$ cat config.mk
export PLATFORM = sky130hd
export DESIGN_NAME = vx_tc_tile_buf
export DESIGN_NICKNAME = d
export VERILOG_FILES = /design/src/rtl/vx_tc_tile_buf_pkg.sv /design/src/rtl/vx_tc_tile_buf_bank.sv /design/src/rtl/vx_tc_tile_buf.sv
export SDC_FILE = /design/constraint.sdc
export NUM_CORES = 1
export LEC_CHECK = 0
export BUFFER_PORTS_ARGS = -buffer_cell sky130_fd_sc_hd__buf_2
export CORE_MARGIN = 2
export CORE_UTILIZATION = 55
export DETAILED_ROUTE_END_ITERATION = 8
export GPL_ROUTABILITY_DRIVEN = 0
export HOLD_SLACK_MARGIN = 0.05
export PLACE_DENSITY = 0.79
export SYNTH_ARGS = -nofsm -noshare
export SYNTH_HDL_FRONTEND = slang
export SYNTH_SLANG_ARGS = --single-unit
$ cat constraint.sdc
create_clock -name clk -period 11.6 [get_ports clk]
set_input_delay 2.32 -clock clk [delete_from_list [all_inputs] [get_ports clk]]
set_output_delay 2.32 -clock clk [all_outputs]
set_load 0.02 [all_outputs]
$ cat src/rtl/vx_tc_tile_buf_pkg.sv
// Shared constants for the tensor-core operand tile buffer: bank states and
// default tile geometry.
package vx_tc_tile_buf_pkg;

  localparam int unsigned TC_TILE_ROWS = 4;
  localparam int unsigned TC_NUM_LANES = 4;

  localparam logic [1:0] BANK_EMPTY   = 2'd0;
  localparam logic [1:0] BANK_FILLING = 2'd1;
  localparam logic [1:0] BANK_FULL    = 2'd2;

endpackage

$ cat src/rtl/vx_tc_tile_buf_bank.sv
// One ping-pong tile bank: row storage, captured tag and EMPTY/FILLING/FULL state.
// Row data and tag are not reset; they are only meaningful once the bank is FULL.
module vx_tc_tile_buf_bank
  import vx_tc_tile_buf_pkg::*;
#(
  parameter int unsigned NUM_LANES  = TC_NUM_LANES,
  parameter int unsigned DATA_WIDTH = 32,
  parameter int unsigned TILE_ROWS  = TC_TILE_ROWS,
  parameter int unsigned TAG_WIDTH  = 8,
  parameter int unsigned ROW_CNT_W  = 2
) (
  input  logic                                  clk,
  input  logic                                  reset,
  input  logic                                  clear,
  input  logic                                  wr_en,
  input  logic [ROW_CNT_W-1:0]                  wr_row,
  input  logic [NUM_LANES*DATA_WIDTH-1:0]       wr_data,
  input  logic [TAG_WIDTH-1:0]                  wr_tag,
  input  logic                                  rd_pop,
  output logic [1:0]                            state,
  output logic [TILE_ROWS*NUM_LANES*DATA_WIDTH-1:0] tile_data,
  output logic [TAG_WIDTH-1:0]                  tile_tag
);

  localparam int unsigned ROW_W = NUM_LANES * DATA_WIDTH;

  logic [1:0]                       state_q, state_d;
  logic [TILE_ROWS-1:0][ROW_W-1:0]  data_q, data_d;
  logic [TAG_WIDTH-1:0]             tag_q, tag_d;
  logic                             wr_last;

  assign wr_last = (wr_row == ROW_CNT_W'(TILE_ROWS - 1));

  // A write only ever targets a non-FULL bank and a pop only a FULL one,
  // so the two never collide within this bank.
  always_comb begin
    state_d = state_q;
    data_d  = data_q;
    tag_d   = tag_q;
    if (clear) begin
      state_d = BANK_EMPTY;
    end else begin
      if (wr_en) begin
        state_d        = wr_last ? BANK_FULL : BANK_FILLING;
        data_d[wr_row] = wr_data;
        if (wr_row == '0) begin
          tag_d = wr_tag;
        end
      end
      if (rd_pop) begin
        state_d = BANK_EMPTY;
      end
    end
  end

  always_ff @(posedge clk or posedge reset) begin
    if (reset) begin
      state_q <= BANK_EMPTY;
    end else begin
      state_q <= state_d;
    end
  end

  always_ff @(posedge clk) begin
    data_q <= data_d;
    tag_q  <= tag_d;
  end

  assign state     = state_q;
  assign tile_data = data_q;
  assign tile_tag  = tag_q;

endmodule

$ cat src/rtl/vx_tc_tile_buf.sv
// Ping-pong operand tile buffer: collects TILE_ROWS row beats into a tile and
// presents whole tiles to the PE group. Define TC_TILE_BUF_PERF_EN for perf_stall_cycles.
module vx_tc_tile_buf
  import vx_tc_tile_buf_pkg::*;
#(
  parameter int unsigned NUM_LANES  = TC_NUM_LANES,
  parameter int unsigned DATA_WIDTH = 32,
  parameter int unsigned TILE_ROWS  = TC_TILE_ROWS,
  parameter int unsigned TAG_WIDTH  = 8
) (
  input  logic                                      clk,
  input  logic                                      reset,
  input  logic                                      in_valid,
  output logic                                      in_ready,
  input  logic [NUM_LANES*DATA_WIDTH-1:0]           in_data,
  input  logic [TAG_WIDTH-1:0]                      in_tag,
  input  logic                                      flush,
  output logic                                      out_valid,
  input  logic                                      out_ready,
  output logic [TILE_ROWS*NUM_LANES*DATA_WIDTH-1:0] out_data,
  output logic [TAG_WIDTH-1:0]                      out_tag
`ifdef TC_TILE_BUF_PERF_EN
  ,
  output logic [31:0]                               perf_stall_cycles
`endif
);

  localparam int unsigned ROW_W     = NUM_LANES * DATA_WIDTH;
  localparam int unsigned TILE_W    = TILE_ROWS * ROW_W;
  localparam int unsigned ROW_CNT_W = (TILE_ROWS > 1) ? $clog2(TILE_ROWS) : 1;

  logic                 wr_ptr_q, wr_ptr_d;
  logic                 rd_ptr_q, rd_ptr_d;
  logic [ROW_CNT_W-1:0] row_q, row_d;

  logic [1:0]           bank_state [2];
  logic [TILE_W-1:0]    bank_data  [2];
  logic [TAG_WIDTH-1:0] bank_tag   [2];
  logic [1:0]           bank_wr_en;
  logic [1:0]           bank_rd_pop;

  logic accept;
  logic drain;
  logic last_row;

  assign in_ready  = !reset && (bank_state[wr_ptr_q] != BANK_FULL) && !flush;
  assign out_valid = (bank_state[rd_ptr_q] == BANK_FULL);
  assign out_data  = bank_data[rd_ptr_q];
  assign out_tag   = bank_tag[rd_ptr_q];

  assign accept   = in_valid && in_ready;
  assign drain    = out_valid && out_ready;
  assign last_row = (row_q == ROW_CNT_W'(TILE_ROWS - 1));

  // in_ready already excludes flush, so only the drain needs masking here.
  assign bank_wr_en  = {accept && wr_ptr_q, accept && !wr_ptr_q};
  assign bank_rd_pop = {drain && !flush && rd_ptr_q, drain && !flush && !rd_ptr_q};

  always_comb begin
    wr_ptr_d = wr_ptr_q;
    rd_ptr_d = rd_ptr_q;
    row_d    = row_q;
    if (flush) begin
      wr_ptr_d = 1'b0;
      rd_ptr_d = 1'b0;
      row_d    = '0;
    end else begin
      if (accept) begin
        if (last_row) begin
          row_d    = '0;
          wr_ptr_d = !wr_ptr_q;
        end else begin
          row_d = row_q + ROW_CNT_W'(1);
        end
      end
      if (drain) begin
        rd_ptr_d = !rd_ptr_q;
      end
    end
  end

  always_ff @(posedge clk or posedge reset) begin
    if (reset) begin
      wr_ptr_q <= 1'b0;
      rd_ptr_q <= 1'b0;
      row_q    <= '0;
    end else begin
      wr_ptr_q <= wr_ptr_d;
      rd_ptr_q <= rd_ptr_d;
      row_q    <= row_d;
    end
  end

  for (genvar b = 0; b < 2; b++) begin : g_bank
    vx_tc_tile_buf_bank #(
      .NUM_LANES  (NUM_LANES),
      .DATA_WIDTH (DATA_WIDTH),
      .TILE_ROWS  (TILE_ROWS),
      .TAG_WIDTH  (TAG_WIDTH),
      .ROW_CNT_W  (ROW_CNT_W)
    ) u_bank (
      .clk       (clk),
      .reset     (reset),
      .clear     (flush),
      .wr_en     (bank_wr_en[b]),
      .wr_row    (row_q),
      .wr_data   (in_data),
      .wr_tag    (in_tag),
      .rd_pop    (bank_rd_pop[b]),
      .state     (bank_state[b]),
      .tile_data (bank_data[b]),
      .tile_tag  (bank_tag[b])
    );
  end

`ifdef TC_TILE_BUF_PERF_EN
  logic [31:0] stall_q, stall_d;

  // Saturating count of cycles where upstream offers a beat we cannot take.
  always_comb begin
    stall_d = stall_q;
    if (in_valid && !in_ready && (stall_q != '1)) begin
      stall_d = stall_q + 32'd1;
    end
  end

  always_ff @(posedge clk or posedge reset) begin
    if (reset) begin
      stall_q <= '0;
    end else begin
      stall_q <= stall_d;
    end
  end

  assign perf_stall_cycles = stall_q;
`endif

endmodule

[Word level (Yosys, flattened, before mapping)]
Cells that the tools add are included.
Word-level totals
  flip-flop bits (word level): 1048
  latch bits: 0
  memory bits (writable): 0
  ROM bits: 0
  input port bits: 141
  output and inout port bits: 522
  memories: 0
Cells by class
  $add $sub $neg: 1
  $mul: 0
  divide/modulo/power cells: 0
  order comparisons: 4
  eq/ne operators: 3
  shifts and indexed selects: 0
  muxes and demuxes: 31
  bitwise operators: 3
  reductions and logical operators: 25
Operators by type and width (count)
  $mux 512: 3
  $bwmux 512: 2
  $demux 128 s2: 1
  $mux 128: 1
  $mux 2: 16
  $mux 8: 3
  $logic_and 1x1->1: 10
  $reduce_and 2->1: 3
  $reduce_and 3->1: 2
  $reduce_bool 2->1: 3
  $reduce_bool 3->1: 2
  $mux 1: 5
  $eq 2x2->1 const B: 2
  $ge 2x2->1 const B: 2
  $logic_not 1->1: 4
  $not 1->2: 2
  $lt 2x3->1 const B: 1
  $add 2x1->2 const B: 1
  $ge 2x1->1 const B: 1
  $logic_not 2->1: 1
  $ne 2x2->1 const B: 1
  $not 1->1: 1

[Longest topological paths before layout]
Gate-level depths: netlist of the first run.
  depth in word-level cells: 12
  mapped depth: 5
  mapped depth without buffers: 4

[Cells and area by module]
From an unflattened synthesis of the first run, not the netlist that was laid out.
Second synthesis, totals
  cells, all modules: 1681
  area total of the unflattened synthesis: 38592.0 um^2
By module, submodules not included
  vx_tc_tile_buf_bank: instances 2, cells an instance 533, area an instance 15753.9 um^2, sequential area each 15665.0 um^2
  vx_tc_tile_buf: instances 1, cells an instance 615, area an instance 7084.3 um^2, sequential area each 100.1 um^2

[Worst setup path before layout of the first run]
No wires, ideal clock.
  kind: input to register
  start point: input port flush
  end point: register g_bank[1].u_bank.data_q (netlist bit g_bank[1].u_bank.tile_data[128]) (enable)
  setup time: 0.502 ns
  arrival time: 5.927 ns
  data required time: 11.098 ns
  path slack: 5.171 ns
  stages: 3
  path buffers: 0
  cell sequence: or3b_4 > nor3_1 > and2_1
Between the ends
  word-level cells in the longest chain between the ends: 5
  elaborated cells on any way between the ends: 6
  classes of those cells: 1 x bitwise; 5 x reduce/logical
Ends and longest elaborated chain
  start, declared: RTL line vx_tc_tile_buf.sv:17  | input logic flush,
  $logic_not 1->1: RTL line vx_tc_tile_buf.sv:46  | assign in_ready = !reset && (bank_state[wr_ptr_q] != BANK_FULL) && !flush;
  $logic_and 1x1->1: RTL line vx_tc_tile_buf.sv:46
  $logic_and 1x1->1: RTL line vx_tc_tile_buf.sv:51  | assign accept = in_valid && in_ready;
  $logic_and 1x1->1: RTL line vx_tc_tile_buf.sv:56  | assign bank_wr_en = {accept && wr_ptr_q, accept && !wr_ptr_q};
  $reduce_and 2->1 (no line) (*)
  end signal, assigned: RTL line vx_tc_tile_buf_bank.sv:65  | data_q <= data_d;
  end, declared: RTL line vx_tc_tile_buf_bank.sv:28  | logic [TILE_ROWS-1:0][ROW_W-1:0] data_q, data_d;
Every way passes the cells marked *; elsewhere a longest branch is shown, timed or not.
A chain may end at the register's enable or synchronous reset.

[Final worst setup path of the first run]
  start point: register rd_ptr_q
  end point: output port out_data[182]
Between the ends
  word-level cells in the longest chain between the ends: 4
Ends and longest elaborated chain
  start, declared: RTL line vx_tc_tile_buf.sv:33  | logic rd_ptr_q, rd_ptr_d;
  start signal, assigned: RTL line vx_tc_tile_buf.sv:89  | rd_ptr_q <= rd_ptr_d;
  $not 1->2 (implied by the code): RTL line vx_tc_tile_buf.sv:48  | assign out_data = bank_data[rd_ptr_q];
  $mux 512 (implied by the code) (3 in series): RTL line vx_tc_tile_buf.sv:48
  end, declared: RTL line vx_tc_tile_buf.sv:20  | output logic [TILE_ROWS*NUM_LANES*DATA_WIDTH-1:0] out_data,
Every way passes these cells. The select of a mux whose other input is x is not followed.

==> out/results.ini, run 1 <==
[power_and_ir_drop]
p_leak_nw=15.7
p_int_mw=5.98
power.net_switching_mw=1.47
power.switching_fraction_pct=19.7
ir_worst_vdd_v=0.000195
power.clock.fraction_pct=41.5
power_per_cell_area_nw_per_um2=164
sequentialPowerShare_pct=56.3
power.combinational.fraction_pct=2.2

[critical_path]
critPathArrivalTime_ns=3.73
path_max_fanout=185
setup.worst_path.start_class=flip-flop
cpLargestDelayFamily=buffers and inverters
reg2regPathDepth=3
worst-endpoint-required_ns=9.28
crit_buf_inv=3
terminus_of_the_critical_flop_to_flop_path=g_bank[0].u_bank.tile_data[329]
rr_startpoint=wr_ptr_q
critical_path.endpoint_type=primary output
worstSetupPathType=reg2out
critical_path.cell_chain=buf_12 -> buf_4 -> mux2_2 -> buf_2
crit_path_max_incr_delay_ns=0.99
critical_path.slowest_cell=buf_4
rrSetupSlack_ns=8.31

[routing]
vias=18900
drt_pass1_iterations=5
wire_per_inst_um=25.2
antenna_violating_nets_post_route=0
route.detailed.drc=0
dr.first_iter.drc_count=1515
avgViaCountPerCell=5.58
route.final.wire_length_um=85300

[place]
post-place-cells=3187
dpl.hpwl_um=52700
placement.setup.worst_slack_ns=6.12
io_buffer_count=662

[hold_path]
hold_start=g_bank[1].u_bank.state[1]
hold_path.class=reg2reg
min_delay_path_depth=2
holdPathEnd=g_bank[1].u_bank.state[1]

[cts]
clk_transition_reported_paths_ns=0.06
cts_hold_repair.buffers=0
cts_buf_count=100
cts.repair_timing.setup_buffer_count=0
cts_tree=yes
clock_insertion_delay_at_the_later_pin_of_the_skew_report_ns=0.64
ctsHtreeMaxLevel=3
cts.sink_count=1048
clock_buffer_depth=3
post_cts_resize_count=0
clock_tree.root_cell=clkbuf_16

[yosys]
yosysUniqueCellTypes=32
synthesis.nets=1828
synthesis.instances=1683
netlist_area_sq_um=38000
synth-seq-cells=1048
synth_area_per_cell_sq_um=22.6
ys_warn_count=0
synth_seq_area_share_pct=82.8

[timing]
fin_crit_ns=6.05
setup_viol=0
tns_ns=0
drv_slew=0
final.setup.worst_slack_ns=5.55
worstMarginPinSlew_ns=1.22
part_of_the_cycle_the_worst_path_needs_pct=52.2
worst_clock_skew_ns=0.0176
timing_hold_violations_final=0
slew_headroom_pct=18.9
grt_setup_unrepaired=no
max_freq_mhz=165

[floorplanning]
die_h_um=267
standard_cell_core_area_sq_um=68500
initial_utilization_pct=55.5
floorplan.die_area_sq_um=71100
i_o_pin_total=663
cell_rows=96
width_of_the_die_um=267

[outcome]
result_of_the_run=completed

[run]
number_of_max_cap_violations=0

[cells_and_area]
layout-drive-gt1-share_pct=54.0
number_of_nets_in_the_layout=2552
fin_cells=3379
areaGrowthSynthToFinish_pct=19.7

[grt]
grt_max_degree=186
grt_pass1_vias=19000
grt_first_pass_wirelength_um=122000
grt_antenna_before_repair=10
global_route.overflow_total=0
grt_usage_pct=23.2

cell families (layout without fill, tap and decap cells):
family | count (synthesis) | count (layout) | synth area share, %
multiplexers | 522 | 522 | 15.5
adder cells (fa/ha/maj) | 4 | 4 | 0.132
buffers and inverters | 68 | 876 | 0.827
other | 0 | 6 | 0
AO/OA/AOI/OAI | 13 | 13 | 0.270
AND/OR/NAND/NOR | 28 | 28 | 0.507
flip-flops | 1048 | 1048 | 82.8
tightest hold or removal path: cells and delay by family, from the launching register on:
| family | cells | cell delay (ns) |
|---|---|---|
| AOI/OAI and AO/OA | 2 | 0.17 |
| DFF | 1 | 0.42 |
flip-flops by register name, indices dropped and copies added, names as in the netlist:
signal,flops
g_bank.u_bank.tile_data,1024
g_bank.u_bank.tile_tag,16
g_bank.u_bank.state,4
row_q,2
rd_ptr_q,1
wr_ptr_q,1
Yosys cell counts, drive strengths merged:
master | n | area (sq um)
o31ai | 2 | 15.0
nor2 | 4 | 15.0
edfxtp | 1040 | 31200
or2 | 1 | 6.26
a211oi | 1 | 7.51
nand2b | 3 | 18.8
buf | 53 | 258
nand2 | 1 | 3.75
nor3b | 1 | 7.51
inv | 9 | 33.8
or4b | 1 | 13.8
mux2 | 521 | 5870
a31o | 2 | 17.5
nor4bb | 1 | 10.0
or3b | 1 | 11.3
and3b | 1 | 8.76
nand3b | 2 | 15.0
clkbuf | 6 | 22.5
and2 | 4 | 25.0
a21oi | 3 | 15.0
nor4b | 1 | 15.0
o21ai | 1 | 5.00
a2111oi | 3 | 32.5
nor3 | 1 | 5.00
nor2b | 1 | 6.26
dfrtp | 8 | 200
and3 | 5 | 31.3
ha | 4 | 50.1
mux2i | 1 | 10.0
o211a | 1 | 10.0
layout make-up:
type	count	area, sq um
tap	882	1100
timing repair buffer	681	3480
clock inverter	52	473
fill	4338	23000
inverter	9	38.8
sequential	1048	31400
antenna	6	15.0
multi-input combinational	567	6250
clock buffer	134	2650
cells in the final DEF, fill, tap and decap left out, types with 2 or more instances in the layout:
master / count
clkinv_16: 2
clkbuf_16: 101
edfxtp_1: 1040
buf_2: 662
a2111oi_0: 2
buf_12: 2
inv_1: 8
inv_16: 2
and3_4: 4
buf_4: 17
bufinv_16: 6
mux2_2: 521
nor2_1: 4
nand3b_1: 2
nand2b_1: 3
o31ai_1: 2
ha_1: 4
a31o_2: 2
diode_2: 6
dfrtp_1: 7
clkinv_1: 25
clkinv_2: 13
a21oi_1: 3
clkbuf_1: 33
and2_4: 3
inv_6: 3
metrics by stage:
step | utilization [%] | hold slack (ns) | power [mW] | instance area, sq um
4_1_cts | 66.4 | 0.626 | 7.50 | 45400
6_report | 66.4 | 0.630 | 7.45 | 45400
2_1_floorplan | - | 0.537 | 4.34 | 38000
5_1_grt | 66.4 | 0.667 | 7.64 | 45400
3_5_place_dp | 61.8 | 0.597 | 4.44 | 42300
3_3_place_gp | 61.8 | 0.568 | 4.43 | 42300
metal layers:
metal | track usage [%] | wire length [um]
met1 | 28.0 | 31700
met2 | 39.3 | 43200
met3 | 6.73 | 7320
met4 | 9.46 | 3090
met5 | 0 | 71
power groups by stage:
stage          Clock [mW]  Combinational, mW  Sequential (mW)
6_report             3.09              0.167             4.19
5_1_grt              3.27              0.178             4.19
4_1_cts              3.14              0.167             4.19
3_5_place_dp            0              0.166             4.27
3_3_place_gp            0              0.158             4.27
2_1_floorplan           0             0.0600             4.28
worst max path at each step:
stage                                 endpoint  slack [ns]      from  depth (start not counted)
6_report                         out_data[182]        5.55  rd_ptr_q                          4
5_1_grt                          out_data[366]        5.44  rd_ptr_q                          4
4_1_cts                          out_data[444]        5.58  rd_ptr_q                          4
3_5_place_dp   g_bank[1].u_bank.tile_data[390]        6.12     flush                          5
3_3_place_gp   g_bank[1].u_bank.tile_data[388]        6.15     flush                          5
2_1_floorplan  g_bank[1].u_bank.tile_data[128]        5.17     flush                          3
No activity file was read; power rests on OpenSTA's default activity.
==> run 2, diff against run 1 <==
clock period = 6 ns   (was 11.6 ns; I/O delays follow)
==> out/results.ini, run 2 (synthesized netlist as in run 1, its figures left out) <==
[outcome]
result_of_the_run=completed

[timing]
setup_viol=0  ; unchanged
worst_clock_skew_ns=0.0164  ; -0.00119 ns
grt_setup_unrepaired=no
part_of_the_cycle_the_worst_path_needs_pct=70.5
drv_slew=0  ; unchanged
tns_ns=0  ; unchanged
slew_headroom_pct=26.2  ; +7.2 points
timing_hold_violations_final=0  ; unchanged
max_freq_mhz=236
worstMarginPinSlew_ns=1.11  ; -0.108 ns
fin_crit_ns=4.23

[critical_path]
reg2regPathDepth=3  ; unchanged
worstSetupPathType=reg2out
path_max_fanout=72  ; -61%
critical_path.endpoint_type=primary output
critical_path.slowest_cell=dfrtp_4
setup.worst_path.start_class=flip-flop
worst_path_most_repeated_cell=buf_12
terminus_of_the_critical_flop_to_flop_path=g_bank[0].u_bank.tile_data[32]
worst-endpoint-required_ns=4.80  ; -4.48 ns
rrSetupSlack_ns=3.04  ; -5.27 ns
critical_path.cell_chain=buf_12 -> buf_12 -> mux2_2 -> buf_2
crit_path_max_incr_delay_ns=1.12  ; +0.13 ns
rr_startpoint=wr_ptr_q
critPathArrivalTime_ns=3.03  ; -0.70 ns

[routing]
antenna_violating_nets_post_route=0  ; unchanged
wire_per_inst_um=25.2  ; -0.36%
dr.first_iter.drc_count=1605  ; +5.9%
route.final.wire_length_um=85200  ; -0.19%
vias=18900  ; +0.46%
avgViaCountPerCell=5.60  ; +0.28%
route.detailed.drc=0  ; unchanged
drt_pass1_iterations=5  ; unchanged

[cells_and_area]
most-common-layout-cells=1,040 x edfxtp_1, 662 x buf_2, 521 x mux2_2
max_reg_flops=1024  ; unchanged
layout-drive-gt1-share_pct=54.6  ; +0.61 points
number_of_nets_in_the_layout=2562  ; +0.39%
fin_cells=3385  ; +0.18%
areaGrowthSynthToFinish_pct=20.6
layout.cells.most_common=edfxtp_1

[grt]
grt_max_degree=107  ; -42%
grt_pass1_vias=19200  ; +0.96%
global_route.overflow_total=0  ; unchanged
grt_first_pass_wirelength_um=121000  ; -0.27%
grt_antenna_before_repair=12  ; +2
grt_usage_pct=23.2  ; about the same

[floorplanning]
cell_rows=96  ; unchanged
initial_utilization_pct=55.5  ; unchanged
floorplan.die_area_sq_um=71100  ; unchanged
die_h_um=267  ; unchanged
i_o_pin_total=663  ; unchanged
width_of_the_die_um=267  ; unchanged
standard_cell_core_area_sq_um=68500  ; unchanged

[cts]
cts.repair_timing.setup_buffer_count=0  ; unchanged
cts_hold_repair.buffers=0  ; unchanged
cts.sink_count=1048  ; unchanged
clk_transition_reported_paths_ns=0.06  ; about the same
cts_tree=yes
clock_insertion_delay_at_the_later_pin_of_the_skew_report_ns=0.63  ; about the same
post_cts_resize_count=0  ; unchanged
clock_tree.root_cell=clkbuf_16
clock_buffer_depth=3  ; unchanged
ctsHtreeMaxLevel=3  ; unchanged
cts_buf_count=99  ; -1.0%

[power_and_ir_drop]
ir_worst_vdd_v=0.000315  ; +61%
p_leak_nw=15.9  ; +1.0%
sequentialPowerShare_pct=55.5  ; -0.8 points
power.net_switching_mw=2.83  ; +93%
power.clock.fraction_pct=42.2  ; +0.7 points
power.switching_fraction_pct=19.4  ; -0.31 points
p_int_mw=11.8  ; +97%
power_per_cell_area_nw_per_um2=319  ; +95%
power.combinational.fraction_pct=2.3  ; about the same

[place]
dpl.hpwl_um=53800  ; +2.1%
io_buffer_count=662  ; unchanged
post-place-cells=3198  ; +0.35%

[hold_path]
hold_path.class=in2async

[run]
number_of_max_cap_violations=0  ; unchanged

==> run 2: cell types whose count changed in the layout (fill, tap and decap cells not counted) <==
cell / before / now
bufinv_16: 6 / 11
clkbuf_1: 33 / 25
clkinv_2: 13 / 16
buf_12: 2 / 13
diode_2: 6 / 5
clkinv_4: 1 / 0
clkinv_1: 25 / 21
inv_8: 0 / 1
==> run 2: worst max-delay path: cells and delay by family, from the launching register on <==
family                 cells  cell delay (ns)
flip-flops                 1             1.12
multiplexers               1             0.40
buffers and inverters      3             0.79
==> run 2: layout make-up <==
type | count | area [sq um]
diodes | 5 | 12.5
fillers | 4320 | 22700
multi-input cells | 567 | 6250
clock inverters | 56 | 626
inverters | 9 | 38.8
repair buffers | 692 | 3700
flip-flops and latches | 1048 | 31400
well taps | 882 | 1100
clock buffers | 126 | 2620
==> run 2: per-layer routing <==
metal / GRT usage, % / share of wire [%]
met1: 28.1 / 37
met2: 38.9 / 51
met3: 6.48 / 8.1
met4: 10.4 / 4.3
met5: 0 / 0.081
==> run 2: power groups by stage <==
stage          clock (mW)  sequential (mW)  combinational [mW]
3_5_place_dp            0             8.26               0.328
2_1_floorplan           0             8.27               0.116
6_report             6.17             8.11               0.329
3_3_place_gp            0             8.26               0.315
5_1_grt              6.52             8.11               0.351
4_1_cts              6.25             8.11               0.331
==> run 2: how the worst max path moves through the flow <==
stage | from | cells past startpoint | slack (ns) | to
2_1_floorplan | flush | 3 | 0.69 | g_bank[1].u_bank.tile_data[128]
3_3_place_gp | flush | 5 | 2.20 | g_bank[1].u_bank.tile_data[412]
3_5_place_dp | flush | 4 | 2.16 | g_bank[0].u_bank.tile_data[185]
4_1_cts | rd_ptr_q | 4 | 1.71 | out_data[106]
5_1_grt | rd_ptr_q | 4 | 1.63 | out_data[106]
6_report | rd_ptr_q | 4 | 1.77 | out_data[356]
==> run 2: stage by stage <==
stage                     utilization, %  setup WS, ns  hold slack (ns)  power [mW]  cell area [sq um]
after CTS                           66.9          1.71            0.532        14.7              45800
final                               66.9          1.77            0.567        14.6              45800
after global routing                66.9          1.63            0.563        15.0              45800
after global placement              62.1          2.20            0.572        8.57              42500
after floorplan                        -         0.691            0.537        8.39              38000
after detailed placement            62.1          2.16            0.577        8.59              42500
